<file path="src/rtl/vram_arbiter.sv">
`default_nettype none
// ============================================================================
// Module   : vram_arbiter
// Brief    : Single-port VRAM arbiter. Display fetches have strict priority;
//            CPU reads and writes use the remaining slots and are stalled
//            while a display fetch is pending or in progress. Defining
//            VRAM_ARB_STATS_EN adds the CPU stall-cycle counter.
// Revision : 1.0  initial release
// ============================================================================
module vram_arbiter #(
    parameter int MEM_LAT = 2
) (
    input  logic        clk_sys,
    input  logic        reset,
    input  logic        vid_fetch,
    input  logic [13:0] vid_addr,
    output logic [15:0] vid_data,
    input  logic        cpu_req,
    input  logic        cpu_we,
    input  logic [1:0]  cpu_wtbt,
    input  logic [13:0] cpu_addr,
    input  logic [15:0] cpu_din,
    output logic [15:0] cpu_dout,
    output logic        cpu_ack,
    output logic [13:0] mem_addr,
    output logic        mem_rd,
    output logic        mem_we,
    output logic [1:0]  mem_be,
    output logic [15:0] mem_wdata,
    input  logic [15:0] mem_rdata,
    output logic [15:0] stall_cnt
);

    typedef enum logic [2:0] {
        ST_IDLE   = 3'd0,
        ST_VID_RD = 3'd1,
        ST_CPU_RD = 3'd2,
        ST_CPU_WR = 3'd3,
        ST_DONE   = 3'd4
    } state_t;

    state_t      r_state;
    logic        r_vid_pend;
    logic [13:0] r_vid_addr_q;
    logic        r_cpu_pend;
    logic        r_cpu_req_d;
    logic        r_cpu_we_q;
    logic [1:0]  r_cpu_be_q;
    logic [13:0] r_cpu_addr_q;
    logic [15:0] r_cpu_din_q;
    logic [1:0]  r_lat_cnt;

    logic        w_cpu_rise;
    logic        w_vid_go;
    logic        w_lat_done;
    logic [13:0] w_vid_addr_eff;

    assign w_cpu_rise     = cpu_req & ~r_cpu_req_d;
    // A fetch pulse is served in the same cycle it arrives when idle, which
    // keeps the idle fetch-to-data latency at MEM_LAT+2.
    assign w_vid_go       = vid_fetch | r_vid_pend;
    assign w_vid_addr_eff = vid_fetch ? vid_addr : r_vid_addr_q;
    assign w_lat_done     = (r_lat_cnt == 2'(MEM_LAT));

    always_ff @(posedge clk_sys) begin
        if (reset) begin
            r_state      <= ST_IDLE;
            r_vid_pend   <= 1'b0;
            r_vid_addr_q <= 14'h0000;
            r_cpu_pend   <= 1'b0;
            r_cpu_req_d  <= 1'b0;
            r_cpu_we_q   <= 1'b0;
            r_cpu_be_q   <= 2'b00;
            r_cpu_addr_q <= 14'h0000;
            r_cpu_din_q  <= 16'h0000;
            r_lat_cnt    <= 2'd0;
            vid_data     <= 16'h0000;
            cpu_dout     <= 16'h0000;
            cpu_ack      <= 1'b0;
            mem_addr     <= 14'h0000;
            mem_rd       <= 1'b0;
            mem_we       <= 1'b0;
            mem_be       <= 2'b00;
            mem_wdata    <= 16'h0000;
        end else begin
            mem_rd      <= 1'b0;
            mem_we      <= 1'b0;
            cpu_ack     <= 1'b0;
            r_cpu_req_d <= cpu_req;

            if (w_cpu_rise) begin
                r_cpu_pend   <= 1'b1;
                r_cpu_we_q   <= cpu_we;
                r_cpu_be_q   <= (cpu_wtbt == 2'b00) ? 2'b11 : cpu_wtbt;
                r_cpu_addr_q <= cpu_addr;
                r_cpu_din_q  <= cpu_din;
            end

            // A newer fetch overwrites an unserved one.
            if (vid_fetch) begin
                r_vid_pend   <= 1'b1;
                r_vid_addr_q <= vid_addr;
            end

            case (r_state)
                ST_IDLE: begin
                    if (w_vid_go) begin
                        r_state    <= ST_VID_RD;
                        mem_rd     <= 1'b1;
                        mem_addr   <= w_vid_addr_eff;
                        r_vid_pend <= 1'b0;
                        r_lat_cnt  <= 2'd0;
                    end else if (r_cpu_pend) begin
                        mem_addr  <= r_cpu_addr_q;
                        r_lat_cnt <= 2'd0;
                        if (r_cpu_we_q) begin
                            r_state   <= ST_CPU_WR;
                            mem_we    <= 1'b1;
                            mem_be    <= r_cpu_be_q;
                            mem_wdata <= r_cpu_din_q;
                        end else begin
                            r_state <= ST_CPU_RD;
                            mem_rd  <= 1'b1;
                        end
                    end
                end
                ST_VID_RD: begin
                    if (w_lat_done) begin
                        vid_data <= mem_rdata;
                        r_state  <= ST_DONE;
                    end else begin
                        r_lat_cnt <= r_lat_cnt + 2'd1;
                    end
                end
                ST_CPU_RD: begin
                    if (w_lat_done) begin
                        cpu_dout   <= mem_rdata;
                        cpu_ack    <= 1'b1;
                        r_cpu_pend <= 1'b0;
                        r_state    <= ST_DONE;
                    end else begin
                        r_lat_cnt <= r_lat_cnt + 2'd1;
                    end
                end
                ST_CPU_WR: begin
                    cpu_ack    <= 1'b1;
                    r_cpu_pend <= 1'b0;
                    r_state    <= ST_DONE;
                end
                ST_DONE: r_state <= ST_IDLE;
                default: r_state <= ST_IDLE;
            endcase
        end
    end

`ifdef VRAM_ARB_STATS_EN
    logic w_stall;

    // The cycle of the request edge counts when video takes that same slot.
    assign w_stall = (r_cpu_pend | w_cpu_rise) &
                     ((r_state == ST_VID_RD) | ((r_state == ST_IDLE) & w_vid_go));

    always_ff @(posedge clk_sys) begin
        if (reset) begin
            stall_cnt <= 16'h0000;
        end else if (w_stall && (stall_cnt != 16'hFFFF)) begin
            stall_cnt <= stall_cnt + 16'd1;
        end
    end
`else
    assign stall_cnt = 16'h0000;
`endif

endmodule
`default_nettype wire

</file>
<file path="config.mk">
export PLATFORM = sky130hd
export DESIGN_NAME = vram_arbiter
export DESIGN_NICKNAME = d
export VERILOG_FILES = /design/src/rtl/vram_arbiter.sv
export SDC_FILE = /design/constraint.sdc
export NUM_CORES = 1
export LEC_CHECK = 0
export BUFFER_PORTS_ARGS = -buffer_cell sky130_fd_sc_hd__buf_2
export CAP_MARGIN = 25
export CORE_ASPECT_RATIO = 0.5
export CORE_MARGIN = 2
export CORE_UTILIZATION = 46
export CTS_CLUSTER_SIZE = 10
export DETAILED_ROUTE_END_ITERATION = 16
export HOLD_SLACK_MARGIN = 0.08
export PLACE_DENSITY = 0.76
export SLEW_MARGIN = 40
export SYNTH_ARGS = -nofsm -noshare
export SYNTH_HDL_FRONTEND = slang
export SYNTH_SLANG_ARGS = --single-unit
</file>
<file path="constraint.sdc">
create_clock -name clk_sys -period 1.6 [get_ports clk_sys]
set_input_delay 0.48 -clock clk_sys [delete_from_list [all_inputs] [get_ports clk_sys]]
set_output_delay 0.48 -clock clk_sys [all_outputs]
set_load 0.01 [all_outputs]
</file>
# After elaboration in Yosys (flattened, before gate mapping)
# Cells that the tools add are included.
[totals]
ff_bits = 122
inputBits = 67
wordCells = 70
out_inout_bits = 83
[classes]
eq_ne = 7
n_reduce_logical = 13
addsub = 1
bitwise_logic = 6
muxes = 25
[op_table]
columns = ["cell", "count"]
rows = [
  ["two-way mux 14 bit", 3],
  ["two-way mux 1 bit", 11],
  ["two-way mux 3 bit", 3],
  ["case mux 3 bit (3 select lines)", 1],
  ["two-way mux 2 bit", 4],
  ["AND reduction 2 bit", 4],
  ["== test 3 x 2 -> 1 bit, second input constant", 2],
  ["NOT 1 bit", 4],
  ["case mux 1 bit (2 select lines)", 2],
  ["case mux 2 bit (2 select lines)", 1],
  ["AND reduction 4 bit", 1],
  ["nonzero test 2 bit", 2],
  ["OR reduction 2 bit", 2],
  ["OR reduction 4 bit", 1],
  ["== test 3 x 1 -> 1 bit, second input constant", 1],
  ["zero test 3 bit", 1],
  ["!= test 3 bit, second input constant", 1],
  ["AND reduction 3 bit", 1],
  ["adder 2 x 1 -> 2 bit, second input constant", 1],
  ["== test 2 bit, second input constant", 1],
  ["zero test 2 bit", 1],
  ["!= test 2 x 1 -> 1 bit, second input constant", 1],
  ["!= test 2 bit, second input constant", 1],
  ["AND 1 bit", 1],
  ["bitwise OR 1 bit", 1],
]

# Longest topological paths before layout
# Gate-level depths: netlist of the first run.
[depth]
word_depth = 5
mapped_depth = 7
ltp_nobuf = 5

# Least setup slack after synthesis of the first run
# OpenSTA, ideal clock, no wires.
[synth_path]
path_kind = "input to register"
from = "input vid_fetch"
to = "register mem_be[0]"
setup_ps = 72
required_ps = 1528
arrival_ps = 1562
n_path_buf = 3
setup_slack_ps = -34
path_stages = 6
path_cell_list = "or2_2 -> clkbuf_1 -> nor3_4 -> buf_6 -> buf_12 -> mux2i_1"
[synth_between]
elab_chain_len = 3
[synth_rtl]
columns = ["item", "line", "text"]
rows = [
  ["start: declaration", "15", "input logic vid_fetch,"],
  ["bitwise OR 1 bit", "61", "assign w_vid_go = vid_fetch | r_vid_pend;"],
  ["NOT 1 bit (no line)", "n/a", ""],
  ["AND reduction 4 bit (no line)", "n/a", ""],
  ["end signal: assignment", "119", "mem_be <= r_cpu_be_q;"],
  ["end: declaration", "28", "output logic [1:0] mem_be,"],
]
# Every way passes these cells.
# A chain may end at the register's enable or synchronous reset.

# Worst setup path after layout of the first run
[layout_path]
from = "register r_lat_cnt[0]"
to = "register r_lat_cnt[0]"
[layout_between]
elab_chain_len = 3
word_cells_on_any_way = 6
cone_classes = "add/sub: 1; eq/ne: 2; mux: 2; reduce/logical: 1"
[layout_rtl]
columns = ["item", "line", "text"]
rows = [
  ["start: declaration", "51", "logic [1:0] r_lat_cnt;"],
  ["start signal: assignment", "132", "r_lat_cnt <= r_lat_cnt + 2'd1;"],
  ["start signal: assignment", "142", "r_lat_cnt <= r_lat_cnt + 2'd1;"],
  ["adder 2 x 1 -> 2 bit or == test 2 bit (tied branches)", "132, 142, 63", ""],
  ["two-way mux 2 bit or != test 2 bit (tied branches)", "n/a", ""],
  ["case mux 2 bit (2 select lines) or AND reduction 3 bit (tied branches)", "n/a", ""],
]
# Several ways; a longest one is shown, not always the timed one. The select of a mux whose other input is x is not followed.

==> results of run 1 <==
==> power by group through the flow <==
stage	Sequential (mW)	Clock (mW)	Combinational (mW)
final	3.45	4.20	1.70
after global routing	3.47	4.40	1.87
after CTS	3.45	4.27	1.70
after detailed placement	3.51	0	1.68
after global placement	3.51	0	1.63
after floorplan	3.49	0	1.15
==> cells in the final DEF, fill, tap and decap left out, types with 11 or more instances in the layout <==
| cell type | instances |
|---|---|
| sky130_fd_sc_hd__conb_1 | 16 |
| sky130_fd_sc_hd__o31ai_1 | 11 |
| sky130_fd_sc_hd__nand2_1 | 166 |
| sky130_fd_sc_hd__mux2i_1 | 37 |
| sky130_fd_sc_hd__nor2_1 | 19 |
| sky130_fd_sc_hd__o211ai_1 | 13 |
| sky130_fd_sc_hd__buf_2 | 133 |
| sky130_fd_sc_hd__dfxtp_1 | 120 |
| sky130_fd_sc_hd__buf_4 | 23 |
| sky130_fd_sc_hd__a21oi_1 | 75 |
| sky130_fd_sc_hd__clkbuf_16 | 17 |
==> per-stage QoR <==
step / cell area [sq um] / TNS, ns / utilization, %
after floorplan: 4990 / 0 / -
after global placement: 5760 / 0 / 55.9
after detailed placement: 5760 / -0.211 / 55.9
after CTS: 6420 / 0 / 62.2
after global routing: 6420 / 0 / 62.3
final: 6420 / 0 / 62.3
==> layer usage <==
layer	wire, um	up-vias	global-route usage, %
met4	88	0	6.79
met3	815	11	6.61
li1	-	2168	-
met5	0	-	0
met2	5690	144	35.0
met1	5110	2007	25.5
==> flip-flops by register name, summed over array words and instances, names as in the netlist, 2 cells and up <==
register and cells:
cpu_dout 16, r_cpu_din_q 16, mem_be 2, vid_data 16, r_vid_addr_q 14, mem_wdata 16, mem_addr 14, r_lat_cnt 2
r_state 3, r_cpu_be_q 2, r_cpu_addr_q 14
==> cell families after synthesis <==
kind of cell | count (synthesis) | synth area share, %
simple gates | 214 | 18.7
mux | 41 | 8.45
flops | 122 | 49.7
xor+xnor | 1 | 0.178
compound gates | 121 | 14.9
fa+ha+maj | 2 | 0.458
buf+inv | 69 | 7.55
other cells | 1 | 0.0762
==> worst max-delay path by stage <==
stage	startpoint	to	slack [ns]	depth (start not counted)
CTS	r_lat_cnt[0]	r_lat_cnt[0]	0.01	5
detailed placement	vid_fetch	mem_wdata[14]	-0.04	5
global placement	vid_fetch	mem_wdata[13]	0.02	5
floorplan	vid_fetch	mem_addr[13]	0.007	5
finish	r_lat_cnt[0]	r_lat_cnt[0]	0.08	5
global route	r_lat_cnt[0]	r_lat_cnt[1]	0.02	5
==> cell type report <==
cell class	instances	area (sq um)	share of cell area, %
flip-flops and latches	122	2440	38.1
multi-input cells	395	2180	34.0
repair buffers	162	950	14.8
clock buffers	21	460	7.17
clock inverters	11	193	3.00
well taps	140	175	2.73
inverters	5	18.8	0.292
==> impl_metrics.sql, run 1 <==
INSERT INTO impl_metrics (metric_group, metric, value, unit) VALUES
('synth', 'synth-edff-count', '0', ''),
('clocking', 'cts_inserted_buffers', '17', ''),
('synth', 'synth.cells.most_frequent', 'sky130_fd_sc_hd__nand2_1, sky130_fd_sc_hd__dfxtp_1, sky130_fd_sc_hd__a21oi_1', ''),
('pwr', 'power.sequential.fraction', '36.9', '%'),
('setup_path', 'timing.rr.end', 'r_lat_cnt[0]', ''),
('synth', 'fraction_of_registers_with_async_set_reset', '0', '%'),
('global_route', 'global_route_wire_length_before_repair', '19.2', 'mm'),
('setup_path', 'maximum_fanout_count_along_the_critical_path', '7', ''),
('finish', 'area.growth.synth_to_final', '30.6', '%'),
('route', 'detail_route.vias_per_cell', '5.06', ''),
('synth', 'synth.distinct_cells', '44', ''),
('pwr', 'cell_internal_pwr', '6.88', 'mW'),
('floorplanning', 'design.die.area', '11600', 'sq um'),
('route', 'wirelength', '11.7', 'mm'),
('synth', 'yosysWarningCount', '0', ''),
('global_route', 'antenna_found_initial', '0', ''),
('placement', 'dp_worst_setup_slack', '-0.0450', 'ns'),
('clocking', 'insertion_delay', '0.41', 'ns'),
('synth', 'synth.cell_area', '4920', 'sq um'),
('clocking', 'post_cts_repair_resize_count', '0', ''),
('synth', 'synth_sequential_area_ratio', '49.7', '%'),
('finish', 'post_route_cells_drive_above_1_share', '29.2', '%'),
('synth', 'syn_inst', '571', ''),
('route', 'postRouteAntennaNets', '0', ''),
('min_path', 'hp-class', 'in2reg', ''),
('clocking', 'cts_hold_buf', '0', ''),
('finish', 'nNetsFinal', '771', ''),
('timing', 'postLayoutSetupSlackWorst', '0.0800', 'ns'),
('clocking', 'cts_buffer_depth', '2', ''),
('setup_path', 'cpPeakStageDelay', '0.35', 'ns'),
('setup_path', 'crit_path_cell_trace', 'inv_1 > ha_2 > maj3_1 > a211o_1 > mux2i_1', ''),
('synth', 'synth_top_area_cell', 'sky130_fd_sc_hd__dfxtp_1', ''),
('setup_path', 'cpLargestDelayFamily', 'adder cells', ''),
('floorplanning', 'io-pin-count', '150', ''),
('pwr', 'sw_frac_of_total', '26.4', '%'),
('floorplanning', 'floorplan.core_area', '10300', 'sq um'),
('min_path', 'holdPathStages', '2', ''),
('setup_path', 'reg2reg_setup_slack', '0.08', 'ns'),
('min_path', 'worstHoldStart', 'cpu_wtbt[1]', ''),
('setup_path', 'crit_arrival', '1.81', 'ns'),
('synth', 'synth_most_common_cell', 'sky130_fd_sc_hd__nand2_1', ''),
('setup_path', 'ff2ff_path_depth', '5', ''),
('pwr', 'clkPwrFrac', '44.9', '%'),
('synth', 'syn_area_per_cell', '8.61', 'sq um'),
('finish', 'post_layout_nonfiller_instances', '856', ''),
('global_route', 'grt.overflow.total', '0', ''),
('timing', 'finalClockSkew', '0.00744', 'ns'),
('outcome', 'result_of_the_run', 'complete, no violations', ''),
('pwr', 'netSwitchingPower', '2.47', 'mW'),
('route', 'dr.pass1.iters', '4', ''),
('route', 'avgRoutedWirePerCell', '13.7', 'um'),
('placement', 'numPlacedInstances', '824', ''),
('global_route', 'grt_max_degree', '64', ''),
('pwr', 'irDropWorstVdd', '909', 'uV'),
('clocking', 'path_clk_slew', '0.05', 'ns'),
('pwr', 'static_leakage', '2.73', 'nW'),
('placement', 'gp_congestion', '0.867', ''),
('min_path', 'hold_end', 'r_cpu_be_q[0]', ''),
('synth', 'netlist_top_cells_area', 'sky130_fd_sc_hd__dfxtp_1, sky130_fd_sc_hd__nand2_1, sky130_fd_sc_hd__a21oi_1', ''),
('timing', 'maxSlewViolCount', '0', ''),
('timing', 'max_freq', '658', 'MHz'),
('timing', 'final_period_minus_worst_setup_slack', '1.52', 'ns'),
('floorplanning', 'core.rowCount', '26', ''),
('setup_path', 'timing.critical_path.to_type', 'flop', ''),
('setup_path', 'timing.critical_path.buf_inv', '1', ''),
('pwr', 'total_power', '9.35', 'mW'),
('setup_path', 'critPathLaunchType', 'flop', ''),
('global_route', 'grt_util_all_layers', '20.9', '%'),
('route', 'remaining_drc_errors', '0', ''),
('global_route', 'first_global_vias', '4090', ''),
('synth', 'synth_top_flop_cell', 'sky130_fd_sc_hd__dfxtp_1', '');
No activity file was read; power rests on OpenSTA's default activity.
==> run 2: changes to the inputs <==
--- a/config.mk
+++ b/config.mk
@@ -13,7 +13,8 @@
 export CTS_CLUSTER_SIZE = 10
 export DETAILED_ROUTE_END_ITERATION = 16
 export HOLD_SLACK_MARGIN = 0.08
-export PLACE_DENSITY = 0.76
+export PLACE_DENSITY = 0.88
+export SETUP_SLACK_MARGIN = 0.3
 export SLEW_MARGIN = 40
 export SYNTH_ARGS = -nofsm -noshare
 export SYNTH_HDL_FRONTEND = slang
==> run 2 against run 1 <==
The run now ends with setup timing left; clock-buffer cell count did not move; setup slack got worse by 0.11 ns; sequential share of layout area fell by 3.5 points; design area rose by 14%.
==> impl_metrics.sql, run 2 (same netlist as run 1, synthesis figures left out) <==
INSERT INTO impl_metrics (metric_group, metric, value, unit) VALUES
('min_path', 'worstHoldStart', 'mem_rdata[4]', ''),
('global_route', 'grt_max_degree', '59', ''),
('floorplanning', 'dieHeight', '77.1', 'um'),
('route', 'wirelength', '18.4', 'mm'),
('setup_path', 'reg2reg_setup_slack', '-0.03', 'ns'),
('pwr', 'total_power', '10.4', 'mW'),
('setup_path', 'timing.critical_path.buf_inv', '2', ''),
('setup_path', 'crit_path_cell_trace', 'or3_4 > nor3_4 > buf_4 > buf_12 > mux2i_1', ''),
('finish', 'antenna_cells_inserted', '0', ''),
('min_path', 'hp-class', 'in2reg', ''),
('route', 'avgRoutedWirePerCell', '20.8', 'um'),
('timing', 'max_freq', '613', 'MHz'),
('clocking', 'cts_num_sinks', '122', ''),
('setup_path', 'cpLargestDelayFamily', 'simple AND/OR/NAND/NOR gates', ''),
('timing', 'final.hold.worst_slack', '0.300', 'ns'),
('clocking', 'cts_root_buffer', 'sky130_fd_sc_hd__clkbuf_16', ''),
('clocking', 'insertion_delay', '0.42', 'ns'),
('setup_path', 'timing.rr.end', 'mem_wdata[11]', ''),
('outcome', 'result_of_the_run', 'finished with violations', ''),
('route', 'detail_route.vias_per_cell', '5.96', ''),
('route', 'dr.pass1.iters', '6', ''),
('global_route', 'grt_util_all_layers', '28.2', '%'),
('clocking', 'path_clk_slew', '0.06', 'ns'),
('global_route', 'antenna_found_initial', '0', ''),
('floorplanning', 'initial_utilization', '47.7', '%'),
('finish', 'post_route_cells_drive_above_1_share', '44.1', '%'),
('placement', 'dpl.hpwl', '8.27', 'mm'),
('floorplanning', 'io-pin-count', '150', ''),
('setup_path', 'timing.critical_path.required', '1.93', 'ns'),
('floorplanning', 'design.die.area', '11600', 'sq um'),
('finish', 'num-fill-cells', '626', ''),
('route', 'remaining_drc_errors', '0', ''),
('route', 'first_iter_violations', '792', ''),
('min_path', 'hold_end', 'vid_data[4]', ''),
('floorplanning', 'floorplan.core_area', '10300', 'sq um'),
('pwr', 'sw_frac_of_total', '28.5', '%'),
('finish', 'post-route-util', '71.3', '%'),
('route', 'postRouteAntennaNets', '0', ''),
('pwr', 'netSwitchingPower', '2.97', 'mW'),
('finish', 'seqCellArea', '2540', 'sq um'),
('setup_path', 'worstReg2RegStart', 'r_state[0]', ''),
('global_route', 'global_route_wire_length_before_repair', '25.3', 'mm'),
('clocking', 'cts_tree', 'yes', ''),
('floorplanning', 'core.rowCount', '26', ''),
('min_path', 'holdPathStages', '3', ''),
('pwr', 'comb_power_share', '22.7', '%'),
('pwr', 'power.density', '1420', 'nW/um^2'),
('outcome', 'failed_checks', 'setup timing', ''),
('clocking', 'cts_inserted_buffers', '17', ''),
('finish', 'most-common-layout-cells', 'sky130_fd_sc_hd__nand2_1, sky130_fd_sc_hd__a21oi_1, sky130_fd_sc_hd__buf_6, sky130_fd_sc_hd__dfxtp_2, sky130_fd_sc_hd__buf_2', ''),
('timing', 'rsz0062_at_grt', 'yes', ''),
('setup_path', 'critPathKind', 'reg2reg', ''),
('setup_path', 'ff2ff_path_depth', '5', ''),
('timing', 'maxSlewViolCount', '0', ''),
('flow_run', 'maxCapViolCount', '0', ''),
('floorplanning', 'die_w', '150', 'um'),
('finish', 'nNetsFinal', '799', ''),
('pwr', 'clkPwrFrac', '42.9', '%'),
('placement', 'buffer_ports.inserted', '133', ''),
('timing', 'final_period_minus_worst_setup_slack', '1.63', 'ns'),
('timing', 'final.period_utilization', '102', '%'),
('setup_path', 'critPathLaunchType', 'flop', ''),
('finish', 'most_common_library_cell_in_the_layout_ignoring_fill_and_taps', 'sky130_fd_sc_hd__nand2_1', ''),
('pwr', 'power.sequential.fraction', '34.4', '%'),
('clocking', 'cts_hold_buf', '0', ''),
('pwr', 'irDropWorstVdd', '963', 'uV'),
('setup_path', 'cpPeakStageDelay', '0.43', 'ns'),
('pwr', 'static_leakage', '3.01', 'nW'),
('pwr', 'cell_internal_pwr', '7.46', 'mW'),
('setup_path', 'worst_path_max_delay_cell', 'sky130_fd_sc_hd__or3_4', ''),
('timing', 'finalClockSkew', '0.0130', 'ns'),
('placement', 'gp_congestion', '0.804', ''),
('setup_path', 'timing.critical_path.to_type', 'flop', ''),
('timing', 'hold_viol', '0', ''),
('global_route', 'first_global_vias', '4858', ''),
('clocking', 'cts_buffer_depth', '2', ''),
('timing', 'timing.final.setup_violations', '5', ''),
('timing', 'postLayoutSetupSlackWorst', '-0.0301', 'ns'),
('setup_path', 'maximum_fanout_count_along_the_critical_path', '9', ''),
('finish', 'multiInputGateArea', '2300', 'sq um'),
('global_route', 'grt.overflow.total', '0', ''),
('finish', 'area.growth.synth_to_final', '49.5', '%'),
('route', 'num_vias', '5267', ''),
('clocking', 'clock_tree.htree_level_count', '4', ''),
('setup_path', 'crit_arrival', '1.96', 'ns');
run 2: cell count changes in the layout (fill, tap and decap cells not counted), moves of 6 or more:
cell                      change
sky130_fd_sc_hd__buf_6       +72
sky130_fd_sc_hd__dfxtp_1     -70
sky130_fd_sc_hd__buf_2       -67
sky130_fd_sc_hd__dfxtp_2     +67
sky130_fd_sc_hd__buf_4       +20
sky130_fd_sc_hd__nand2_1      -7
sky130_fd_sc_hd__nand2_2      +6
run 2: per-layer routing:
| layer | up-vias | track usage (%) | wire (um) |
|---|---|---|---|
| li1 | 2231 | - | - |
| met1 | 2445 | 32.2 | 6820 |
| met2 | 460 | 47.7 | 8520 |
| met3 | 131 | 8.51 | 1820 |
| met4 | 0 | 14.6 | 1250 |
| met5 | - | 0 | 0 |
run 2: stage by stage:
step                setup slack [ns]  cell area, sq um  std cells  TNS, ns
floorplan                     0.0396              5070        586        0
detailed placement           -0.0448              5760        823   -0.181
CTS                            0.127              7080        866        0
global route                 -0.0405              7350        884   -0.312
global placement              0.0223              5760        823        0
finish                       -0.0301              7350        884  -0.0788
run 2: worst max-delay path by stage:
stage                          to       start  cells after the start
floorplan               mem_be[0]  r_state[1]                      7
global placement     mem_wdata[5]   vid_fetch                      5
detailed placement   mem_wdata[1]   vid_fetch                      5
CTS                  mem_wdata[1]  r_state[0]                      5
global route         mem_wdata[5]  r_state[0]                      5
finish              mem_wdata[11]  r_state[0]                      5
run 2: timing repair:
item / CTS / global route
setup endpoints to repair: 137 / 138
pin swaps: 5 / 4
cloned: 1 / 3
resized for setup: 144 / 38
buffers inserted: 10 / 15
run 2: layout make-up:
type                       instances  area share, %
multi-input combinational        395           31.3
timing repair buffer             190           22.3
clock buffer                      21           6.26
tap                              140           2.38
inverter                           5          0.255
clock inverter                    11           2.94
sequential                       122           34.5
run 2: power by group through the flow:
stage	Sequential, mW	Combinational, mW	Clock (mW)
6_report	3.59	2.37	4.47
5_1_grt	3.60	2.48	4.63
4_1_cts	3.53	2.00	4.39
3_5_place_dp	3.53	1.68	0
3_3_place_gp	3.52	1.63	0
2_1_floorplan	3.50	1.22	0
run 2: worst min-delay path, delay by kind of cell:
kind,cells,cell delay [ns]
AO/OA/AOI/OAI,1,0.05
buffers and inverters,1,0.10
AND/OR/NAND/NOR,1,0.05
